### config.mk
export PLATFORM = sky130hd
export DESIGN_NAME = sle_bank_ctrl
export DESIGN_NICKNAME = d
export VERILOG_FILES = /design/src/rtl/sle_bank_ctrl.sv
export SDC_FILE = /design/constraint.sdc
export NUM_CORES = 1
export LEC_CHECK = 0
export CAP_MARGIN = 20
export CORE_ASPECT_RATIO = 0.7
export CORE_UTILIZATION = 48
export CTS_CLUSTER_DIAMETER = 150
export DETAILED_ROUTE_END_ITERATION = 7
export HOLD_SLACK_MARGIN = 0.06
export PLACE_DENSITY = 0.77
export SYNTH_ARGS = -nofsm -noshare
export SYNTH_HDL_FRONTEND = slang
export SYNTH_SLANG_ARGS = --single-unit
### constraint.sdc
create_clock -name clk -period 2.2 [get_ports clk]
set_input_delay 0.22 -clock clk [delete_from_list [all_inputs] [get_ports clk]]
set_output_delay 0.22 -clock clk [all_outputs]
set_load 0.05 [all_outputs]
### src/rtl/sle_bank_ctrl.sv
// Sequences a bank of SLE register cells: round-robin write-port arbitration between two
// requesters with a burst limit, plus a one-shot sync-load init of a fixed pattern.
module sle_bank_ctrl #(
    parameter int unsigned           WIDTH     = 8,
    parameter logic [WIDTH-1:0]      INIT_VAL  = '0,
    parameter int unsigned           MAX_BURST = 4
) (
    input  logic             clk,
    input  logic             aln,
    input  logic             init_req,
    input  logic             req_a,
    input  logic             req_b,
    input  logic [WIDTH-1:0] wdata_a,
    input  logic [WIDTH-1:0] wdata_b,
    output logic             gnt_a,
    output logic             gnt_b,
    output logic             cell_en,
    output logic             cell_sln,
    output logic [WIDTH-1:0] cell_sd,
    output logic [WIDTH-1:0] cell_d,
    output logic             busy,
    output logic             init_done
);

    localparam logic [7:0] MaxBurst = 8'(MAX_BURST);

    typedef enum logic [2:0] {StIdle, StInit, StDone, StGntA, StGntB} state_e;

    state_e     state_q;
    logic       last_b_q;      // last requester served: 1 = B, 0 = A
    logic       init_pend_q;
    logic [7:0] bcnt_q;

    logic             own_req;
    logic             oth_req;
    logic [WIDTH-1:0] own_wdata;
    logic [7:0]       bcnt_inc;
    logic             yield;

    always_comb begin
        own_req   = (state_q == StGntA) ? req_a : req_b;
        oth_req   = (state_q == StGntA) ? req_b : req_a;
        own_wdata = (state_q == StGntA) ? wdata_a : wdata_b;
        bcnt_inc  = (bcnt_q == 8'hFF) ? bcnt_q : bcnt_q + 8'd1;
        // Once past the limit a late competitor still forces a yield on the next write.
        yield     = (bcnt_inc >= MaxBurst) && (oth_req || init_pend_q);
    end

    always_ff @(posedge clk or negedge aln) begin
        if (!aln) begin
            state_q     <= StIdle;
            last_b_q    <= 1'b1;
            init_pend_q <= 1'b0;
            bcnt_q      <= 8'd0;
            gnt_a       <= 1'b0;
            gnt_b       <= 1'b0;
            cell_en     <= 1'b0;
            cell_sln    <= 1'b1;
            cell_sd     <= INIT_VAL;
            cell_d      <= '0;
            busy        <= 1'b0;
            init_done   <= 1'b0;
        end else begin
            cell_en   <= 1'b0;
            cell_sln  <= 1'b1;
            init_done <= 1'b0;
            if (init_req) begin
                init_pend_q <= 1'b1;
            end
            unique case (state_q)
                StIdle: begin
                    if (init_pend_q || init_req) begin
                        state_q     <= StInit;
                        init_pend_q <= 1'b0;
                        cell_en     <= 1'b1;
                        cell_sln    <= 1'b0;
                        cell_sd     <= INIT_VAL;
                        busy        <= 1'b1;
                    end else if (req_a && (!req_b || last_b_q)) begin
                        state_q <= StGntA;
                        gnt_a   <= 1'b1;
                        bcnt_q  <= 8'd0;
                        busy    <= 1'b1;
                    end else if (req_b) begin
                        state_q <= StGntB;
                        gnt_b   <= 1'b1;
                        bcnt_q  <= 8'd0;
                        busy    <= 1'b1;
                    end
                end
                StInit: begin
                    state_q   <= StDone;
                    init_done <= 1'b1;
                end
                StDone: begin
                    state_q <= StIdle;
                    busy    <= 1'b0;
                end
                StGntA, StGntB: begin
                    if (own_req) begin
                        cell_en <= 1'b1;
                        cell_d  <= own_wdata;
                        bcnt_q  <= bcnt_inc;
                    end
                    if (!own_req || yield) begin
                        state_q  <= StIdle;
                        gnt_a    <= 1'b0;
                        gnt_b    <= 1'b0;
                        busy     <= 1'b0;
                        last_b_q <= (state_q == StGntB);
                    end
                end
                default: begin
                    state_q <= StIdle;
                    gnt_a   <= 1'b0;
                    gnt_b   <= 1'b0;
                    busy    <= 1'b0;
                end
            endcase
        end
    end

endmodule

Word-level counts from Yosys, hierarchy flattened
Cells that the tools add are included.
- bits of input ports: 21
- bits in registers: 27
- word-level logic and storage cells: 81
- output and inout port bits: 22
- muxes and demuxes: 34
- bitwise logic cells: 2
- equal/unequal tests: 13
- $add $sub $neg: 1
- reductions and logical operators: 19
- order comparisons: 1
- operators by type and width (operator ; count):
    $mux 8 ; 6
    $mux 1 ; 18
    $pmux 8 s2 ; 1
    $mux 3 ; 4
    $ne 2x2->1 const B ; 6
    $pmux 1 s3 ; 3
    $pmux 3 s3 ; 1
    $add 8x1->8 const B ; 1
    $eq 8x8->1 const B ; 1
    $ge 8x3->1 const B ; 1
    $reduce_and 4->1 ; 2
    $eq 3x2->1 const B ; 2
    $reduce_and 2->1 ; 3
    $reduce_and 5->1 ; 1
    $logic_or 1x1->1 ; 4
    $ne 4x4->1 const B ; 1
    $reduce_or 2->1 ; 2
    $eq 3x1->1 const B ; 1
    $eq 3x3->1 const B ; 1
    $logic_not 3->1 ; 1
    $ne 3x3->1 const B ; 1
    $reduce_and 3->1 ; 1
    $logic_and 1x1->1 ; 2
    $logic_not 1->1 ; 2
    other kinds (3) ; 4

Logic depth before layout (Yosys ltp)
- depth in word-level cells: 7
- mapped depth: 8
- gate-level depth less buffers: 6

Worst setup path before layout
No wires, ideal clock.
- path type: register to register
- from: register bcnt_q[0]
- to: register gnt_b
- path slack: 0.309 ns
- buffers on the path: 0
- required time: 2.082 ns
- period minus slack after synthesis: 1.891 ns
- arrival: 1.773 ns
- stages on the path, launching flop included: 7
- library setup time: 0.118 ns
- path through: dfrtp_1 ha_1 and3_2 or3_1 a21oi_1 a21oi_1 o2bb2a_4
- cells in the longest elaborated chain, start to end: 7
- elaborated cells on any way between the ends: 8
- those cells by class: add/sub: 1; order compare: 1; eq/ne: 2; mux: 1; reduce/logical: 3
- ends and longest elaborated chain (what ; line ; RTL):
    start, declared ; 32 ; logic [7:0] bcnt_q;
    start signal, assigned ; 103 ; bcnt_q <= bcnt_inc;
    $add 8x1->8 / $eq 8x8->1 (equally long branches) ; 44 ; bcnt_inc = (bcnt_q == 8'hFF) ? bcnt_q : bcnt_q + 8'd1;
    $mux 8 (*) ; 44 ;
    $ge 8x3->1 (*) ; 46 ; yield = (bcnt_inc >= MaxBurst) && (oth_req || init_pend_q);
    $logic_and 1x1->1 (*) ; 46 ;
    $logic_or 1x1->1 (*) ; 105 ; if (!own_req || yield) begin
    $ne 2x2->1 (no source line) (*) ; n/a ;
    $reduce_and 5->1 (no source line) (*) ; n/a ;
    end signal, assigned ; 56 ; gnt_b <= 1'b0;
    end signal, assigned ; 108 ; gnt_b <= 1'b0;
    end signal, assigned ; 116 ; gnt_b <= 1'b0;
    end, declared ; 16 ; output logic gnt_b,
Mark *: on every way between the ends. The rest lies on a longest branch, timed or not.
A chain may end at the register's enable or synchronous reset.

Worst setup path in the final report
Same ends and word-level chain as after synthesis.

==> impl_metrics.toml <==
[run_status]
status = "completed"

[layout]
nets = 235
area_delta_synth_final_pct = 24.1
seq_area_um2 = 678
drive_gt1_frac = 0.118
multi_input_area_um2 = 847
instances_no_fill = 250
nFillCells = 272
n_antenna_cell = 0
stdcell_area_mm2 = 0.00202

[critical_path]
required_ps = 2370
max_stage_delay_ps = 430
r2r_cells = 6
crit_slowest_cell = "dfrtp_1"
critPathKind = "reg -> reg"
reg2reg_slack_ps = 160
r2r_start = "bcnt_q[0]"
rr_endpoint = "gnt_b"
crit_chain = "ha_1, and3_2, or3_1, a21oi_2, a21oi_1, o2bb2a_4"
cp.arrival_ps = 2220
worstSetupEndpointType = "register"
crit_path_start_kind = "register"
path_max_fanout = 7

[drt]
drt-wirelength-per-cell_um = 14.7
drt_first_pass_iters = 4
drc = 0
drt_iter0_drc = 86
ant_nets = 0
drt_wl_total_um = 3670
num_vias = 1420
avgViaCountPerCell = 5.68

[clock_network]
htree_levels = 1
numCtsBuffers = 3
clk_latency_ps = 270
hold_buffers = 0
cts_tree = "done"
clk_pin_slew_ps = 90
clk_root_buffer_cell = "clkbuf_8"
cts_num_sinks = 27
clockBufferDepth = 2

[synthesis]
dominantRegCellSynth = "dfrtp_1"
ys_async_sr_fraction = 1.00
ys_warn_count = 0
postSynthAreaPerCell_um2 = 9.09
synth-edff-count = 0
yosys.area.top_type_share = 0.384
synth_area_mm2 = 0.00163
ys_types = 46
synth-seq-cells = 27
yosysMostFrequentCell = "dfrtp_1"
yosysSeqAreaShare = 0.417
ys_top_cells_by_count = "dfrtp_1, nand2_1, nor2_1"
syn_inst = 179
yosysTopAreaCell = "dfrtp_1"
synth.area.top_cells = "dfrtp_1, mux2i_1, nand2_1"

[die]
ios = 43
die-area_mm2 = 0.00363
die_w_um = 71.6
core_area_mm2 = 0.00319
initial_core_util = 0.510
die_h_um = 50.7
placementRows = 17

[sta]
tightest_slew_ps = 527
setup_tns_ps = 0
slew_headroom = 0.647
grt_setup_unrepaired = "false"
hold_ws_ps = 285
clock_skew_ps = 10.5
fmax_mhz = 489
period_needed_ps = 2040
fin_crit_sh = 0.929
hold_viol = 0
drv_slew = 0
setup-violations-final = 0
setup_slack_ps = 156

[placement]
place_ws_ps = 127
dpl.hpwl_um = 2850
port_buffers = 34
placed_area_mm2 = 0.00197
place_inst = 246
place.gp.congestion = 0.904

[grt]
grt-ovfl-total = 0
grt_pass1_wl_um = 6200
grt_max_degree = 22
grt_pass1_vias = 1363
antenna_found_initial = 0
track_usage = 0.222

[power_and_ir_drop]
vdd_drop_max_mv = 0.669
power-per-cell-area_mw_per_mm2 = 1200
leakage_nw = 0.873

[job]
max-cap-violations = 0

[hold_path]
holdCritPathClass = "in -> async"
## placed cells by master (no fill, tap or decap), drive strengths merged, types with 3 or more instances in the layout
cell            n
a21oi          16
a31oi           3
and3            3
and4            3
buf             6
clkbuf          3
clkdlybuf4s50  34
conb            8
dfrtp          25
inv             4
mux2i          10
nand2          23
nand3           3
nand4           3
nor2           20
o21ai          15
o22ai           4
## per-layer routing
layer | vias up | track usage | share of wire
met5 | - | 0 | 0
met4 | 0 | 0.0784 | 0.019
met3 | 8 | 0.0462 | 0.061
met2 | 49 | 0.354 | 0.45
met1 | 665 | 0.301 | 0.47
li1 | 698 | - | -
## worst max-delay path by stage
stage	startpoint	endpoint	slack, ps	cells after the start
after floorplan	bcnt_q[0]	gnt_b	310	6
final	bcnt_q[0]	gnt_b	160	6
after global routing	bcnt_q[0]	gnt_b	30	6
after global placement	bcnt_q[0]	gnt_b	230	6
after detailed placement	bcnt_q[0]	gnt_b	130	6
after CTS	bcnt_q[0]	gnt_b	100	6
## cell type report
type,instances,share of cell area
Timing Repair Buffer,40,0.191
Inverter,4,0.00743
Tap cell,38,0.0235
Clock buffer,3,0.0204
Sequential cell,27,0.336
Multi-Input combinational cell,137,0.419
Clock inverter,1,0.00248
## sequential cells by signal, indices dropped and copies added, names as in the netlist
signal	cells
cell_sln	1
init_done	1
init_pend_q	1
cell_en	1
gnt_b	1
busy	1
state_q	3
bcnt_q	8
last_b_q	1
gnt_a	1
cell_d	8
## per-stage QoR
stage | util | power, mW
finish | 0.633 | 2.41
global route | 0.633 | 2.57
detailed placement | 0.617 | 2.14
CTS | 0.632 | 2.42
global placement | 0.617 | 2.12
floorplan | - | 1.73
## kinds of logic (layout without fill, tap and decap cells)
kind of cell               Yosys count  count (layout)  share of synthesized area
DFF                                 27              27                      0.417
buffers and inverters               22              48                     0.0815
muxes                               10              10                     0.0638
other                                1               8                    0.00230
and+or+nand+nor                     63              63                      0.184
xor gates and xnor gates             1               1                    0.00538
adders and majority gates            1               1                    0.00769
AOI/OAI and AO/OA                   54              54                      0.239
## where the power goes
group / switching [mW] / leakage (nW) / internal (mW)
combinational: 0.852 / 0.499 / 0.494
sequential: 0.124 / 0.348 / 0.671
clock: 0.147 / 0.0255 / 0.127
total: 1.12 / 0.873 / 1.29
## worst max-delay path, delay by kind of cell, from the launching register on
| kind | cells | cell delay (ps) |
|---|---|---|
| AOI/OAI and AO/OA | 3 | 600 |
| and+or+nand+nor | 2 | 630 |
| adders and majority gates | 1 | 300 |
| DFF | 1 | 430 |
## timing repair
item | 4_1_cts | 5_1_grt
gates resized for setup | 0 | 1
buffers inserted | 0 | 0
setup endpoints to repair | 0 | 1
No activity file was read; power rests on OpenSTA's default activity.
